**src/rtl/uns_acc_ctrl_if.sv**
```systemverilog
// uns_acc_ctrl_if: job, beat stream, accumulator and status signals of the accumulator sequencer
// Ports (all grouped here; clk/rst stay on the modules):
//   job:    i_start, i_op, i_len
//   beats:  i_valid, o_ready, i_data1, i_data2
//   accum:  o_acc_rst_n, o_acc_sel, o_acc_data1, o_acc_data2, i_acc_data, i_acc_carry
//   status: o_busy, o_done, o_result, o_ovf
// slave is the controller view, master is the job source plus accumulator view.
interface uns_acc_ctrl_if #(
    parameter int DW = 3,
    parameter int AW = 6,
    parameter int CW = 4
);
    logic          i_start;
    logic [1:0]    i_op;
    logic [CW-1:0] i_len;
    logic          i_valid;
    logic          o_ready;
    logic [DW-1:0] i_data1;
    logic [DW-1:0] i_data2;
    logic          o_acc_rst_n;
    logic [1:0]    o_acc_sel;
    logic [DW-1:0] o_acc_data1;
    logic [DW-1:0] o_acc_data2;
    logic [AW-1:0] i_acc_data;
    logic          i_acc_carry;
    logic          o_busy;
    logic          o_done;
    logic [AW-1:0] o_result;
    logic          o_ovf;

    modport slave (
        input  i_start, i_op, i_len, i_valid, i_data1, i_data2, i_acc_data, i_acc_carry,
        output o_ready, o_acc_rst_n, o_acc_sel, o_acc_data1, o_acc_data2,
               o_busy, o_done, o_result, o_ovf
    );

    modport master (
        output i_start, i_op, i_len, i_valid, i_data1, i_data2, i_acc_data, i_acc_carry,
        input  o_ready, o_acc_rst_n, o_acc_sel, o_acc_data1, o_acc_data2,
               o_busy, o_done, o_result, o_ovf
    );
endinterface

```
**src/rtl/uns_acc_ctrl.sv**
```systemverilog
// uns_acc_ctrl: sequences one accumulator job (clear, stream beats, drain, capture sum/carry)
// Ports:
//   clk   rising-edge clock
//   i_rst asynchronous active-high reset
//   bus   uns_acc_ctrl_if.slave carrying job, beat handshake, accumulator and status signals
module uns_acc_ctrl #(
    parameter int         DW       = 3,
    parameter int         AW       = 6,
    parameter int         CW       = 4,
    parameter logic [1:0] HOLD_SEL = 2'b11
) (
    input logic           clk,
    input logic           i_rst,
    uns_acc_ctrl_if.slave bus
);
    typedef enum logic [2:0] {IDLE, CLEAR, RUN, DRAIN, CAPTURE} state_t;

    state_t        state, state_nx;
    logic [1:0]    op_q;
    logic [CW-1:0] len_q;
    logic [CW-1:0] rem;
    logic          sticky;
    logic          accept;
    logic          acc_rst_n;
    logic [1:0]    acc_sel;
    logic [DW-1:0] acc_data1, acc_data2;
    logic          done;
    logic [AW-1:0] result;
    logic          ovf;

    always_ff @(posedge clk or posedge i_rst) begin
        if (i_rst)
            state <= IDLE;
        else
            state <= state_nx;
    end

    always_comb begin
        state_nx = state;
        accept   = (state == RUN) && bus.i_valid;
        case (state)
            IDLE:    state_nx = bus.i_start ? CLEAR : IDLE;
            CLEAR:   state_nx = (len_q == '0) ? DRAIN : RUN;
            RUN:     state_nx = (accept && rem == CW'(1)) ? DRAIN : RUN;
            DRAIN:   state_nx = CAPTURE;
            default: state_nx = IDLE;
        endcase
    end

    always_ff @(posedge clk or posedge i_rst) begin
        if (i_rst) begin
            op_q      <= HOLD_SEL;
            len_q     <= '0;
            rem       <= '0;
            sticky    <= 1'b0;
            acc_rst_n <= 1'b0;
            acc_sel   <= HOLD_SEL;
            acc_data1 <= '0;
            acc_data2 <= '0;
            done      <= 1'b0;
            result    <= '0;
            ovf       <= 1'b0;
        end else begin
            // registered clear: low exactly while the FSM sits in CLEAR
            acc_rst_n <= state_nx != CLEAR;
            acc_sel   <= accept ? op_q : HOLD_SEL;
            done      <= state == CAPTURE;
            if (state == IDLE && bus.i_start) begin
                op_q  <= bus.i_op;
                len_q <= bus.i_len;
            end
            if (accept) begin
                acc_data1 <= bus.i_data1;
                acc_data2 <= bus.i_data2;
            end
            if (state == CLEAR)
                rem <= len_q;
            else if (accept)
                rem <= rem - CW'(1);
            // carry of each update shows one cycle after it, so RUN/DRAIN plus CAPTURE see them all
            if (state == CLEAR)
                sticky <= 1'b0;
            else if (state == RUN || state == DRAIN)
                sticky <= sticky | bus.i_acc_carry;
            if (state == CAPTURE) begin
                result <= bus.i_acc_data;
                ovf    <= sticky | bus.i_acc_carry;
            end
        end
    end

    assign bus.o_ready     = state == RUN;
    assign bus.o_busy      = state != IDLE;
    assign bus.o_acc_rst_n = acc_rst_n;
    assign bus.o_acc_sel   = acc_sel;
    assign bus.o_acc_data1 = acc_data1;
    assign bus.o_acc_data2 = acc_data2;
    assign bus.o_done      = done;
    assign bus.o_result    = result;
    assign bus.o_ovf       = ovf;
endmodule

```
**src/flat_wrapper.sv**
```systemverilog
// flat-port wrapper written by rule: the top's interface ports become plain ports
module uns_acc_ctrl_flat 
#(
    parameter int         DW       = 3,
    parameter int         AW       = 6,
    parameter int         CW       = 4,
    parameter logic [1:0] HOLD_SEL = 2'b11
)
  (clk, i_rst, bus_i_start, bus_i_op, bus_i_len, bus_i_valid, bus_i_data1, bus_i_data2, bus_i_acc_data, bus_i_acc_carry, bus_o_ready, bus_o_acc_rst_n, bus_o_acc_sel, bus_o_acc_data1, bus_o_acc_data2, bus_o_busy, bus_o_done, bus_o_result, bus_o_ovf);
  uns_acc_ctrl_if #(.DW(DW), .AW(AW), .CW(CW)) bus_i ();
  input logic clk;
  input logic i_rst;
  input wire logic [$bits(bus_i.i_start)-1:0] bus_i_start;
  input wire logic [$bits(bus_i.i_op)-1:0] bus_i_op;
  input wire logic [$bits(bus_i.i_len)-1:0] bus_i_len;
  input wire logic [$bits(bus_i.i_valid)-1:0] bus_i_valid;
  input wire logic [$bits(bus_i.i_data1)-1:0] bus_i_data1;
  input wire logic [$bits(bus_i.i_data2)-1:0] bus_i_data2;
  input wire logic [$bits(bus_i.i_acc_data)-1:0] bus_i_acc_data;
  input wire logic [$bits(bus_i.i_acc_carry)-1:0] bus_i_acc_carry;
  output wire logic [$bits(bus_i.o_ready)-1:0] bus_o_ready;
  output wire logic [$bits(bus_i.o_acc_rst_n)-1:0] bus_o_acc_rst_n;
  output wire logic [$bits(bus_i.o_acc_sel)-1:0] bus_o_acc_sel;
  output wire logic [$bits(bus_i.o_acc_data1)-1:0] bus_o_acc_data1;
  output wire logic [$bits(bus_i.o_acc_data2)-1:0] bus_o_acc_data2;
  output wire logic [$bits(bus_i.o_busy)-1:0] bus_o_busy;
  output wire logic [$bits(bus_i.o_done)-1:0] bus_o_done;
  output wire logic [$bits(bus_i.o_result)-1:0] bus_o_result;
  output wire logic [$bits(bus_i.o_ovf)-1:0] bus_o_ovf;
  assign bus_i.i_start = bus_i_start;
  assign bus_i.i_op = bus_i_op;
  assign bus_i.i_len = bus_i_len;
  assign bus_i.i_valid = bus_i_valid;
  assign bus_i.i_data1 = bus_i_data1;
  assign bus_i.i_data2 = bus_i_data2;
  assign bus_i.i_acc_data = bus_i_acc_data;
  assign bus_i.i_acc_carry = bus_i_acc_carry;
  assign bus_o_ready = bus_i.o_ready;
  assign bus_o_acc_rst_n = bus_i.o_acc_rst_n;
  assign bus_o_acc_sel = bus_i.o_acc_sel;
  assign bus_o_acc_data1 = bus_i.o_acc_data1;
  assign bus_o_acc_data2 = bus_i.o_acc_data2;
  assign bus_o_busy = bus_i.o_busy;
  assign bus_o_done = bus_i.o_done;
  assign bus_o_result = bus_i.o_result;
  assign bus_o_ovf = bus_i.o_ovf;
  uns_acc_ctrl #(.DW(DW), .AW(AW), .CW(CW), .HOLD_SEL(HOLD_SEL)) u_core (.clk(clk), .i_rst(i_rst), .bus(bus_i));
endmodule
```
**config.mk**
```make
export PLATFORM = sky130hd
export DESIGN_NAME = uns_acc_ctrl_flat
export DESIGN_NICKNAME = d
export VERILOG_FILES = /design/src/rtl/uns_acc_ctrl_if.sv /design/src/rtl/uns_acc_ctrl.sv /design/src/flat_wrapper.sv
export SDC_FILE = /design/constraint.sdc
export NUM_CORES = 1
export LEC_CHECK = 0
export CORE_MARGIN = 3
export CORE_UTILIZATION = 45
export CTS_BUF_LIST = sky130_fd_sc_hd__clkbuf_8 sky130_fd_sc_hd__clkbuf_16
export CTS_CLUSTER_SIZE = 30
export DETAILED_ROUTE_END_ITERATION = 8
export GPL_TIMING_DRIVEN = 1
export PLACE_DENSITY = 0.85
export SYNTH_ARGS = -nofsm -noshare
export SYNTH_HDL_FRONTEND = slang
export SYNTH_SLANG_ARGS = --single-unit
```
**constraint.sdc**
```tcl
create_clock -name clk -period 1.7 [get_ports clk]
set_input_delay 0.34 -clock clk [delete_from_list [all_inputs] [get_ports clk]]
set_output_delay 0.34 -clock clk [all_outputs]
set_load 0.05 [all_outputs]
```
==> flow_summary.json <==
{
  "wirelength_um": 2952,
  "drt-initial-drc-count": 35,
  "finalNonFillerCells": 194,
  "cp.depth": 2,
  "core_um2": 2805,
  "overflow": 0,
  "cp_slowest_stage_delay_ns": 0.49,
  "rsz0062_at_grt": "no",
  "routed_via_density": 5.253,
  "r2r_slack_ns": 0.19,
  "maxSlewHeadroom": 0.7419,
  "diodes": 0,
  "fin_tns_setup_ns": 0,
  "p_total_mw": 4.265,
  "final_cell_mix": "buf_4, dfrtp_1, clkdlybuf4s50_1, nand2_1, mux2_2",
  "yosysWarnings": 0,
  "crit_start": "u_core.state[2]",
  "synth_cell_type_count": 25,
  "synth-simple-area-share": 0.1753,
  "avgSynthCellArea_um2": 12.37,
  "fillers": 206,
  "cts_tree": "yes",
  "synthXorXnorAreaFrac": 0.006494,
  "worst_slew_pin_slew_ns": 0.3872,
  "grt_antenna_before_repair": 0,
  "power_density_nw_per_um2": 2212,
  "dp_hpwl_um": 2137,
  "vias": 1019,
  "grt_usage": 0.1823,
  "synth_area_um2": 1349,
  "grt_max_degree": 32,
  "cts_buffers": 5,
  "htreeDepth": 2,
  "fp.dieW_um": 60.75,
  "fin_nets": 187,
  "layout_min_cycle_time_ns": 1.644,
  "synth_compound_area_frac": 0.05102,
  "start_kind": "register",
  "hp-class": "in -> async",
  "place_ws_ns": 0.04666,
  "crit_family": "flip-flops",
  "synthMuxAreaShare": 0.1150,
  "end_kind": "output port",
  "ys_ff_latch": 31,
  "worstSetupPathType": "reg -> out",
  "worst_slack_ns": 0.05613,
  "die_h_um": 60.75,
  "max_freq_ghz": 0.6083,
  "grt_pass1_vias": 1072,
  "cts-root-buf": "clkbuf_8",
  "gp_congestion": 0.6778,
  "pin_count": 42,
  "max-clock-path-buffers": 2,
  "outcome": "finished clean",
  "cts_sinks": 31,
  "setup_viol": 0,
  "synth-adder-area-share": 0.01855,
  "synth_top_family_by_area": "simple AND/OR/NAND/NOR gates",
  "area_growth_pct": 42.95,
  "layout_commonest_cell": "buf_4",
  "fin_crit_sh": 0.9670,
  "r2r-start": "u_core.state[0]",
  "ant_nets": 0,
  "leakagePower_nw": 0.8974,
  "initial_core_util": 0.4808,
  "syn_nets": 134,
  "cp.required_ns": 1.36,
  "netlist_instances": 109,
  "dieArea_um2": 3690,
  "cp.arrival_ns": 1.30,
  "worst-path-buf-inv": 1,
  "port_buffers": 41,
  "crit_slowest_cell": "dfrtp_2",
  "maxCapViolCount": 0,
  "timing.rr.end": "u_core.len_q[0]",
  "wl_per_cell_um": 15.22,
  "insertion_delay_ns": 0.28,
  "clock-skew-final_ns": 0.003583,
  "peakVddDrop_uv": 894.5,
  "clk_pin_slew_ns": 0.06,
  "grt_pass1_wl_um": 4761,
  "ctsHoldBuffers": 0,
  "hold_ws_ns": 0.4520,
  "crit_chain": "or3_1 > buf_4",
  "finalHoldViolations": 0,
  "placement_rows": 19,
  "drtPass1Iterations": 4,
  "drc": 0,
  "dp.cells": 180,
  "synth.yosys.seq_area_share": 0.5788,
  "crit_fanout": 10,
  "drv_slew": 0,
  "reg2reg_depth": 4,
  "drive_gt1_frac": 0.3620
}
==> cell type report <==
cell class / count / area (um^2) / area share
clock buffer: 7 / 96.34 / 0.04997
tap: 31 / 38.79 / 0.02012
inverter: 6 / 22.52 / 0.01168
multi-input combinational: 66 / 499.2 / 0.2589
timing repair buffer: 52 / 483.0 / 0.2505
sequential: 31 / 784.5 / 0.4069
clock inverter: 1 / 3.754 / 0.001947
==> stage by stage <==
step,instance area [um^2],utilization
6_report,1928,0.6873
5_1_grt,1928,0.6873
4_1_cts,1906,0.6793
3_5_place_dp,1779,0.6343
3_3_place_gp,1779,0.6343
2_1_floorplan,1354,-
==> flip-flops by register name, summed over array words and instances (netlist names) <==
register	count
u_core.sticky	1
u_core.bus.o_ovf	1
u_core.bus.o_acc_rst_n	1
u_core.op_q	2
u_core.bus.o_acc_sel	2
u_core.bus.o_done	1
u_core.bus.o_acc_data1	3
u_core.rem	4
u_core.state	3
u_core.bus.o_acc_data2	3
u_core.bus.o_result	6
u_core.len_q	4
==> report_power, final <==
group	total, mW	switching [mW]	leakage [nW]	internal (mW)
registers	1.40	0.277	0.367	1.12
logic	2.25	1.30	0.475	0.950
clock network	0.615	0.252	0.0557	0.363
==> metal layers <==
metal | vias up | wire length (um) | global-route usage
met5 | - | 0 | 0
met4 | 0 | 102 | 0.09907
met3 | 13 | 197 | 0.06170
met2 | 41 | 1592 | 0.3374
met1 | 489 | 1059 | 0.1749
li1 | 476 | - | -
==> cell families after synthesis <==
kind of cell	count (synthesis)
adders and majority gates	2
muxes	14
xor gates and xnor gates	1
AOI/OAI and AO/OA	9
buffers and inverters	12
DFF	31
and+or+nand+nor	40
==> Yosys cell counts, drive strengths merged <==
master   number  area, um^2
dfrtp        27       675.7
nand2        18       67.56
mux2         12       135.1
nor2          7       26.28
buf           6       51.30
inv           6       22.52
nor3b         5       48.80
a21oi         4       20.02
a221o         4       40.04
dfstp         4       105.1
or2b          3       22.52
ha            2       25.02
mux2i         2       20.02
and3          1       6.260
and4bb        1       12.51
nand4bb       1       11.26
nor3          1       5.000
nor4          1       6.260
nor4b         1       23.77
o41ai         1       8.760
or3           1       6.260
xnor2         1       8.760
==> repair_timing <==
item,in CTS,in global routing
setup endpoints to repair,1,1
pin swaps,0,0
setup buffers,3,3
gates resized for setup,3,0
==> worst max path at each step <==
stage | endpoint | slack [ns]
final | bus_o_busy | 0.06
after global routing | bus_o_busy | 0.02
after CTS | bus_o_busy | 0.01
after detailed placement | u_core.len_q[0] | 0.05
after global placement | u_core.len_q[2] | 0.06
after floorplan | bus_o_ready | 0.18
==> worst register-to-register path: stages, from the launching register on <==
cell and delay, ns:
dfrtp_2 0.45, buf_4 0.16, nor4b_4 0.23, buf_4 0.20, mux2_2 0.34
No activity file was read; power rests on OpenSTA's default activity.
